==> src/rtl/logic_unit_pipe.sv <==
// rtl/logic_unit_pipe.sv - registered WIDTH-bit logic unit with 8-way op select and packet accumulate mode
// One output register with valid/ready; an IDLE/ACCUM FSM folds multi-beat packets into one result.
module logic_unit_pipe #(
    parameter int WIDTH = 8,
    parameter int CNT_W = 8
) (
    input  logic             i_clk,
    input  logic             i_rst,
    input  logic             i_valid,
    output logic             o_ready,
    input  logic [WIDTH-1:0] i_a,
    input  logic [WIDTH-1:0] i_b,
    input  logic [2:0]       i_op,
    input  logic             i_acc,
    input  logic             i_last,
    output logic             o_valid,
    input  logic             i_ready,
    output logic [WIDTH-1:0] o_y,
    output logic [CNT_W-1:0] o_cnt
);

    typedef enum logic {
        IDLE  = 1'b0,
        ACCUM = 1'b1
    } state_t;

    state_t           state_q, state_d;
    logic [WIDTH-1:0] acc_q, acc_d;
    logic [CNT_W-1:0] cnt_q, cnt_d;
    logic [WIDTH-1:0] y_q, y_d;
    logic [CNT_W-1:0] ocnt_q, ocnt_d;
    logic             valid_q, valid_d;

    logic             accept;
    logic [WIDTH-1:0] operand_x;
    logic [WIDTH-1:0] result;
    logic [CNT_W-1:0] cnt_inc;

    function automatic logic [WIDTH-1:0] logic_op(
        input logic [2:0]       op,
        input logic [WIDTH-1:0] x,
        input logic [WIDTH-1:0] b
    );
        logic [WIDTH-1:0] r;
        case (op)
            3'd0:    r = x & b;
            3'd1:    r = x | b;
            3'd2:    r = x ^ b;
            3'd3:    r = ~(x & b);
            3'd4:    r = ~(x | b);
            3'd5:    r = ~(x ^ b);
            3'd6:    r = x & ~b;
            default: r = x;
        endcase
        return r;
    endfunction

    // A held result blocks intake, which also freezes the accumulator and FSM.
    assign o_ready   = ~valid_q | i_ready;
    assign accept    = i_valid & o_ready;
    assign operand_x = (state_q == ACCUM) ? acc_q : i_a;
    assign result    = logic_op(i_op, operand_x, i_b);
    assign cnt_inc   = (cnt_q == {CNT_W{1'b1}}) ? cnt_q : cnt_q + CNT_W'(1);

    always_ff @(posedge i_clk or posedge i_rst) begin
        if (i_rst) begin
            state_q <= IDLE;
            acc_q   <= '0;
            cnt_q   <= '0;
            y_q     <= '0;
            ocnt_q  <= '0;
            valid_q <= 1'b0;
        end else begin
            state_q <= state_d;
            acc_q   <= acc_d;
            cnt_q   <= cnt_d;
            y_q     <= y_d;
            ocnt_q  <= ocnt_d;
            valid_q <= valid_d;
        end
    end

    always_comb begin
        state_d = state_q;
        case (state_q)
            IDLE: begin
                if (accept && i_acc && !i_last) begin
                    state_d = ACCUM;
                end
            end
            ACCUM: begin
                if (accept && i_last) begin
                    state_d = IDLE;
                end
            end
            default: state_d = IDLE;
        endcase
    end

    always_comb begin
        acc_d   = acc_q;
        cnt_d   = cnt_q;
        y_d     = y_q;
        ocnt_d  = ocnt_q;
        valid_d = valid_q & ~i_ready;
        if (accept) begin
            case (state_q)
                IDLE: begin
                    if (i_acc && !i_last) begin
                        acc_d = result;
                        cnt_d = CNT_W'(1);
                    end else begin
                        y_d     = result;
                        ocnt_d  = CNT_W'(1);
                        valid_d = 1'b1;
                    end
                end
                ACCUM: begin
                    if (i_last) begin
                        y_d     = result;
                        ocnt_d  = cnt_inc;
                        valid_d = 1'b1;
                        acc_d   = '0;
                        cnt_d   = '0;
                    end else begin
                        acc_d = result;
                        cnt_d = cnt_inc;
                    end
                end
                default: begin
                    acc_d = '0;
                    cnt_d = '0;
                end
            endcase
        end
    end

    assign o_valid = valid_q;
    assign o_y     = y_q;
    assign o_cnt   = ocnt_q;

endmodule

==> config.mk <==
export PLATFORM = sky130hd
export DESIGN_NAME = logic_unit_pipe
export DESIGN_NICKNAME = d
export VERILOG_FILES = /design/src/rtl/logic_unit_pipe.sv
export SDC_FILE = /design/constraint.sdc
export NUM_CORES = 1
export LEC_CHECK = 0
export ABC_AREA = 1
export CAP_MARGIN = 20
export CELL_PAD_IN_SITES_DETAIL_PLACEMENT = 1
export CELL_PAD_IN_SITES_GLOBAL_PLACEMENT = 1
export CORE_ASPECT_RATIO = 0.8
export CORE_MARGIN = 10
export CORE_UTILIZATION = 39
export DETAILED_ROUTE_END_ITERATION = 8
export PLACE_DENSITY = 0.9
export REMOVE_ABC_BUFFERS = 1
export SYNTH_ARGS = -nofsm -noshare
export SYNTH_HDL_FRONTEND = slang
export SYNTH_SLANG_ARGS = --single-unit
==> constraint.sdc <==
create_clock -name i_clk -period 2.2 [get_ports i_clk]
set_input_delay 0.22 -clock i_clk [delete_from_list [all_inputs] [get_ports i_clk]]
set_output_delay 0.22 -clock i_clk [all_outputs]
set_load 0.05 [all_outputs]
Yosys cells after proc, flatten, opt, wreduce, memory -nomap -nowiden
Cells that the tools add are included.
{"block": "word_totals", "register_bits": 34, "elab_cells": 61, "input_bits": 25, "out_inout_bits": 18}
{"block": "classes", "muxes": 22, "n_eq_ne": 10, "addsub": 1, "bitwise": 14, "reduce_logical": 8}
{"operator": "$mux W8", "n": 10}
{"operator": "$pmux W8 S2", "n": 4}
{"operator": "$pmux W8 S7", "n": 1}
{"operator": "$not A8 Y8", "n": 4}
{"operator": "$and A8 B8 Y8", "n": 2}
{"operator": "$eq A3 B3 Y1 const B", "n": 3}
{"operator": "$add A8 B1 Y8 const B", "n": 1}
{"operator": "$eq A8 B8 Y1 const B", "n": 1}
{"operator": "$or A8 B8 Y8", "n": 1}
{"operator": "$xor A8 B8 Y8", "n": 1}
{"operator": "$eq A3 B2 Y1 const B", "n": 2}
{"operator": "$ne A2 B2 Y1 const B", "n": 3}
{"operator": "$mux W1", "n": 5}
{"operator": "$logic_and A1 B1 Y1", "n": 4}
{"operator": "$pmux W1 S2", "n": 2}
{"operator": "$eq A3 B1 Y1 const B", "n": 1}
{"operator": "$logic_not A3 Y1", "n": 1}
{"operator": "$not A1 Y1", "n": 3}
{"operator": "$reduce_and A3 Y1", "n": 1}
{"operator": "$and A1 B1 Y1", "n": 2}
{"operator": "$reduce_and A2 Y1", "n": 1}
{"operator": "$logic_not A1 Y1", "n": 1}
{"operator": "$or A1 B1 Y1", "n": 1}

Depth between registers and ports, before layout
{"block": "logic_depth", "word_depth": 7, "depth_mapped": 13}

Worst setup path after synthesis
Ideal clock, no wire load.
{"block": "synth_path", "kind": "register -> register", "from": "register state_q", "to": "register acc_q[5]", "setup_slack_ns": 0.511, "arrival_ns": 1.571, "setup_time_ns": 0.118, "required_time_ns": 2.082, "path_stages_with_launch": 12, "path_cell_list": "dfrtp_1 inv_2 clkbuf_1 or2_2 o21ai_1 ha_1 nand4_1 nand2_1 nor2_1 nand2_1 nand3_1 nand2_1"}
{"block": "synth_via", "elab_chain_len": 6}
{"item": "start: declaration", "line_no": "27", "source": "state_t state_q, state_d;"}
{"item": "start signal: assignment", "line_no": "74", "source": "state_q <= state_d;"}
{"item": "$mux W8", "line_no": "61", "source": "assign operand_x = (state_q == ACCUM) ? acc_q : i_a;"}
{"item": "$xor A8 B8 Y8, or another cell as far along", "line_no": "48, 51"}
{"item": "$not A8 Y8 (on tied branches)", "line_no": "51, 49, 50"}
{"item": "$pmux W8 S7", "line_no": "45", "source": "case (op)"}
{"item": "$mux W8 (on tied branches)", "line_no": "119, 109"}
{"item": "$pmux W8 S2", "line_no": "107", "source": "case (state_q)"}
{"item": "end signal: assignment", "line_no": "68", "source": "acc_q <= '0;"}
{"item": "end signal: assignment", "line_no": "75", "source": "acc_q <= acc_d;"}
{"item": "end: declaration", "line_no": "28", "source": "logic [WIDTH-1:0] acc_q, acc_d;"}
Several ways; a longest one is shown, not always the timed one. The select of a mux whose other input is x is not followed.
A chain may end at the register's enable or synchronous reset.

Worst setup path in the final report
{"block": "layout_path", "from": "register state_q", "to": "register acc_q[4]"}
The elaborated chain is that of the path after synthesis.

==> results by group <==
Detailed routing
  – Via Count: 2861
  – DRC Markers: 0
  – DR WL/cell: 16.1 um
  – DR iter-0 viols: 107
  – DRT Pass-1 Iters: 4
  – Final antenna-violating net count: 0
  – Via-per-instance ratio: 5.26
  – Routed WL: 8790 um

STA
  – Final setup violation count: 0
  – Worst-margin pin slew: 729 ps
  – Hold_ws: 337 ps
  – Setup TNS Final: 0 ps
  – Final Max Tran Viols: 0
  – F_max: between 500 and 600 MHz
  – Period utilization: around 85%
  – Unrepaired setup endpoints after global routing: false
  – Setup ws final: 327 ps
  – Crit path time final: about 1900 ps
  – Max-slew headroom: 51.3%
  – Fin. Hold Viols: 0
  – Fin Clk Skew: 8.61 ps

Worst setup path
  – Reg2reg path depth: 11
  – CP max-delay cell: dfrtp_1
  – Most frequent CP cell: nand2_1
  – CP startpoint: state_q
  – CP Cell Sequence: inv_2 -> or2_2 -> o21ai_1 -> inv_1 -> ha_1 -> nand4_1 -> nand2_1 -> nor2_1 -> nand2_1 -> nand3_1 -> nand2_1
  – Critical Path Stages: 11
  – Slowest stage delay, CP: approximately 380 ps
  – Family with the most delay on the worst path: simple AND/OR/NAND/NOR gates
  – Critical path startpoint category: flip-flop
  – Crit. End Element: flip-flop
  – Reg-to-reg slack, setup: 330 ps
  – R2R Path End: acc_q[4]
  – Worst setup endpoint: acc_q[4]
  – WP data arrival: 2050 ps
  – Req. time, crit path: 2380 ps
  – Max FO, Critical Path: 11
  – Crit path kind: flip-flop to flip-flop
  – FF-to-FF Start: state_q
  – WP buf/inv: 2

Run status
  – Status: finished, final reports clean

Placement
  – GP Congestion: 0.886
  – Dpl hpwl: 6610 um
  – Dpl cells: 536
  – Setup WS pre-CTS: 156 ps
  – Placed inst area: 3290 sq um
  – Port Buffers: 42

Logic synthesis
  – Sequential share of the synthesized area: 30.8%
  – Mapped Cells: slightly above 400
  – Ys Warns: 0
  – Flops & latches, synth: 34
  – Yosys cell types: 27
  – Synth Cell Area: about 2800 sq um
  – Avg Cell Area, Syn: approximately 6.7 sq um

Power and ir drop
  – Power Dens Cells: between 700 and 800 nW/um^2
  – Pleak: 1.88 nW
  – Total power: ~2.7 mW
  – Max rail drop VDD: between 0.5 and 0.6 mV

Run
  – Max cap viols: 0

Global route
  – First-pass GRT wire length: about 15000 um
  – Number of global-route vias before repair: 3049
  – Antenna violations before repair: 0
  – Largest net degree at the start of global routing: 35
  – Tot GR Track Use: 16.4%
  – Total grt overflow: 0

Layout
  – Most frequent cells in the layout: 137 x nand2_1, 56 x nand3_1, 53 x inv_1
  – Final Util: 49.0%
  – Share of cells above drive strength 1: 11.2%
  – Layout Area Growth over Synthesis: 22.2%
  – Net count, final: 506
  – Finished Layout Cells: around 540
  – Commonest non-fill, non-tap cell in the layout: nand2_1
  – Post-Layout Inst Area: 3380 sq um
  – Final antenna diode count: 0

Floorplan
  – Die X: 114 um
  – IO Count: 43
  – DIE HEIGHT: about 95 um
  – Initial Utilization: 40.1%
  – Num rows: 27
  – Die area: 10900 sq um
  – Core Area: 6890 sq um

Clocking
  – Clock Latency Late Sink: 290 ps
  – TritonCTS Buffers: 5
  – TritonCTS clock tree: built
  – Sink Count: 34
  – Post-CTS Resized: 0
  – CTS Buffer Depth: 2
  – Post-CTS Setup Bufs: 0
  – Max H-tree Level: 2
  – Root Driver: clkbuf_8
  – Clock transition at path regs: 80 ps
  – # hold bufs at CTS: 0

Worst hold path
  – Worst Hold Class: primary input to async pin
-- synth_stat cells --
| cell type | count | area (sq um) |
|---|---|---|
| ha_1 | 25 | 313 |
| clkbuf_1 | 1 | 3.75 |
| nor3_1 | 1 | 5.00 |
| nand2_2 | 10 | 62.6 |
| nor2_2 | 2 | 12.5 |
| inv_2 | 6 | 22.5 |
| inv_1 | 53 | 199 |
| o21ai_1 | 9 | 45.0 |
| nand4_1 | 18 | 113 |
| buf_1 | 1 | 3.75 |
| nand3_1 | 56 | 280 |
| a21oi_1 | 1 | 5.00 |
| buf_4 | 2 | 15.0 |
| nor3_2 | 1 | 10.0 |
| nor3_4 | 1 | 16.3 |
| dfrtp_1 | 34 | 851 |
| o21ai_0 | 6 | 30.0 |
| or2_2 | 9 | 56.3 |
| xor2_1 | 3 | 26.3 |
| nor2_1 | 21 | 78.8 |
| a21boi_4 | 1 | 18.8 |
| nor2_4 | 1 | 11.3 |
| buf_6 | 1 | 11.3 |
| buf_2 | 9 | 45.0 |
| a21oi_2 | 1 | 8.76 |
| nand2_1 | 137 | 514 |
| inv_4 | 1 | 6.26 |
-- sequential cells by signal (all words and copies together), names as in the netlist --
signal / count
acc_q: 8
cnt_q: 8
o_cnt: 8
o_y: 8
o_valid: 1
state_q: 1
-- cells by family (layout without fill, tap and decap cells) --
| kind of cell | Yosys count | count (layout) | share of synthesized area (%) |
|---|---|---|---|
| compound gates | 18 | 18 | 3.89 |
| xor+xnor | 3 | 3 | 0.951 |
| buf+inv | 74 | 120 | 11.1 |
| simple gates | 257 | 257 | 42.0 |
| flops | 34 | 34 | 30.8 |
| fa+ha+maj | 25 | 25 | 11.3 |
-- tightest hold or removal path, stage by stage --
cell	delay [ps]
clkdlybuf4s50_1	390
inv_1	50
buf_4	400
-- per-layer routing --
layer | part of all wire, % | global-route usage (%) | wire [um]
met5 | 0 | 0 | 0
met4 | 1.1 | 2.71 | 95
met3 | 4.9 | 3.45 | 427
met2 | 49 | 28.3 | 4280
met1 | 45 | 20.9 | 3990
-- worst min-delay path by stage --
| stage | slack (ps) | end | cells after the start | from |
|---|---|---|---|---|
| after floorplan | 360 | acc_q[0] | 1 | i_rst |
| after global placement | 450 | acc_q[5] | 2 | acc_q[5] |
| after detailed placement | 460 | acc_q[7] | 2 | acc_q[7] |
| after CTS | 350 | o_y[1] | 3 | i_rst |
| after global routing | 400 | cnt_q[7] | 3 | i_rst |
| final | 340 | o_cnt[3] | 3 | i_rst |
-- where the power goes --
part	total, mW	internal (mW)	switching (mW)
clock	0.507	0.253	0.254
combinational	1.31	0.458	0.855
sequential	0.876	0.767	0.108
-- final cells by class --
cell class,instances,area (sq um)
Clock inverter,1,5.00
Fill cell,944,3510
Timing Repair Buffer,52,493
Tap cell,87,109
Multi-Input combinational cell,303,1610
Clock buffer,7,86.3
Inverter,60,228
Sequential cell,34,851
Power figures use the tool's default switching activity.
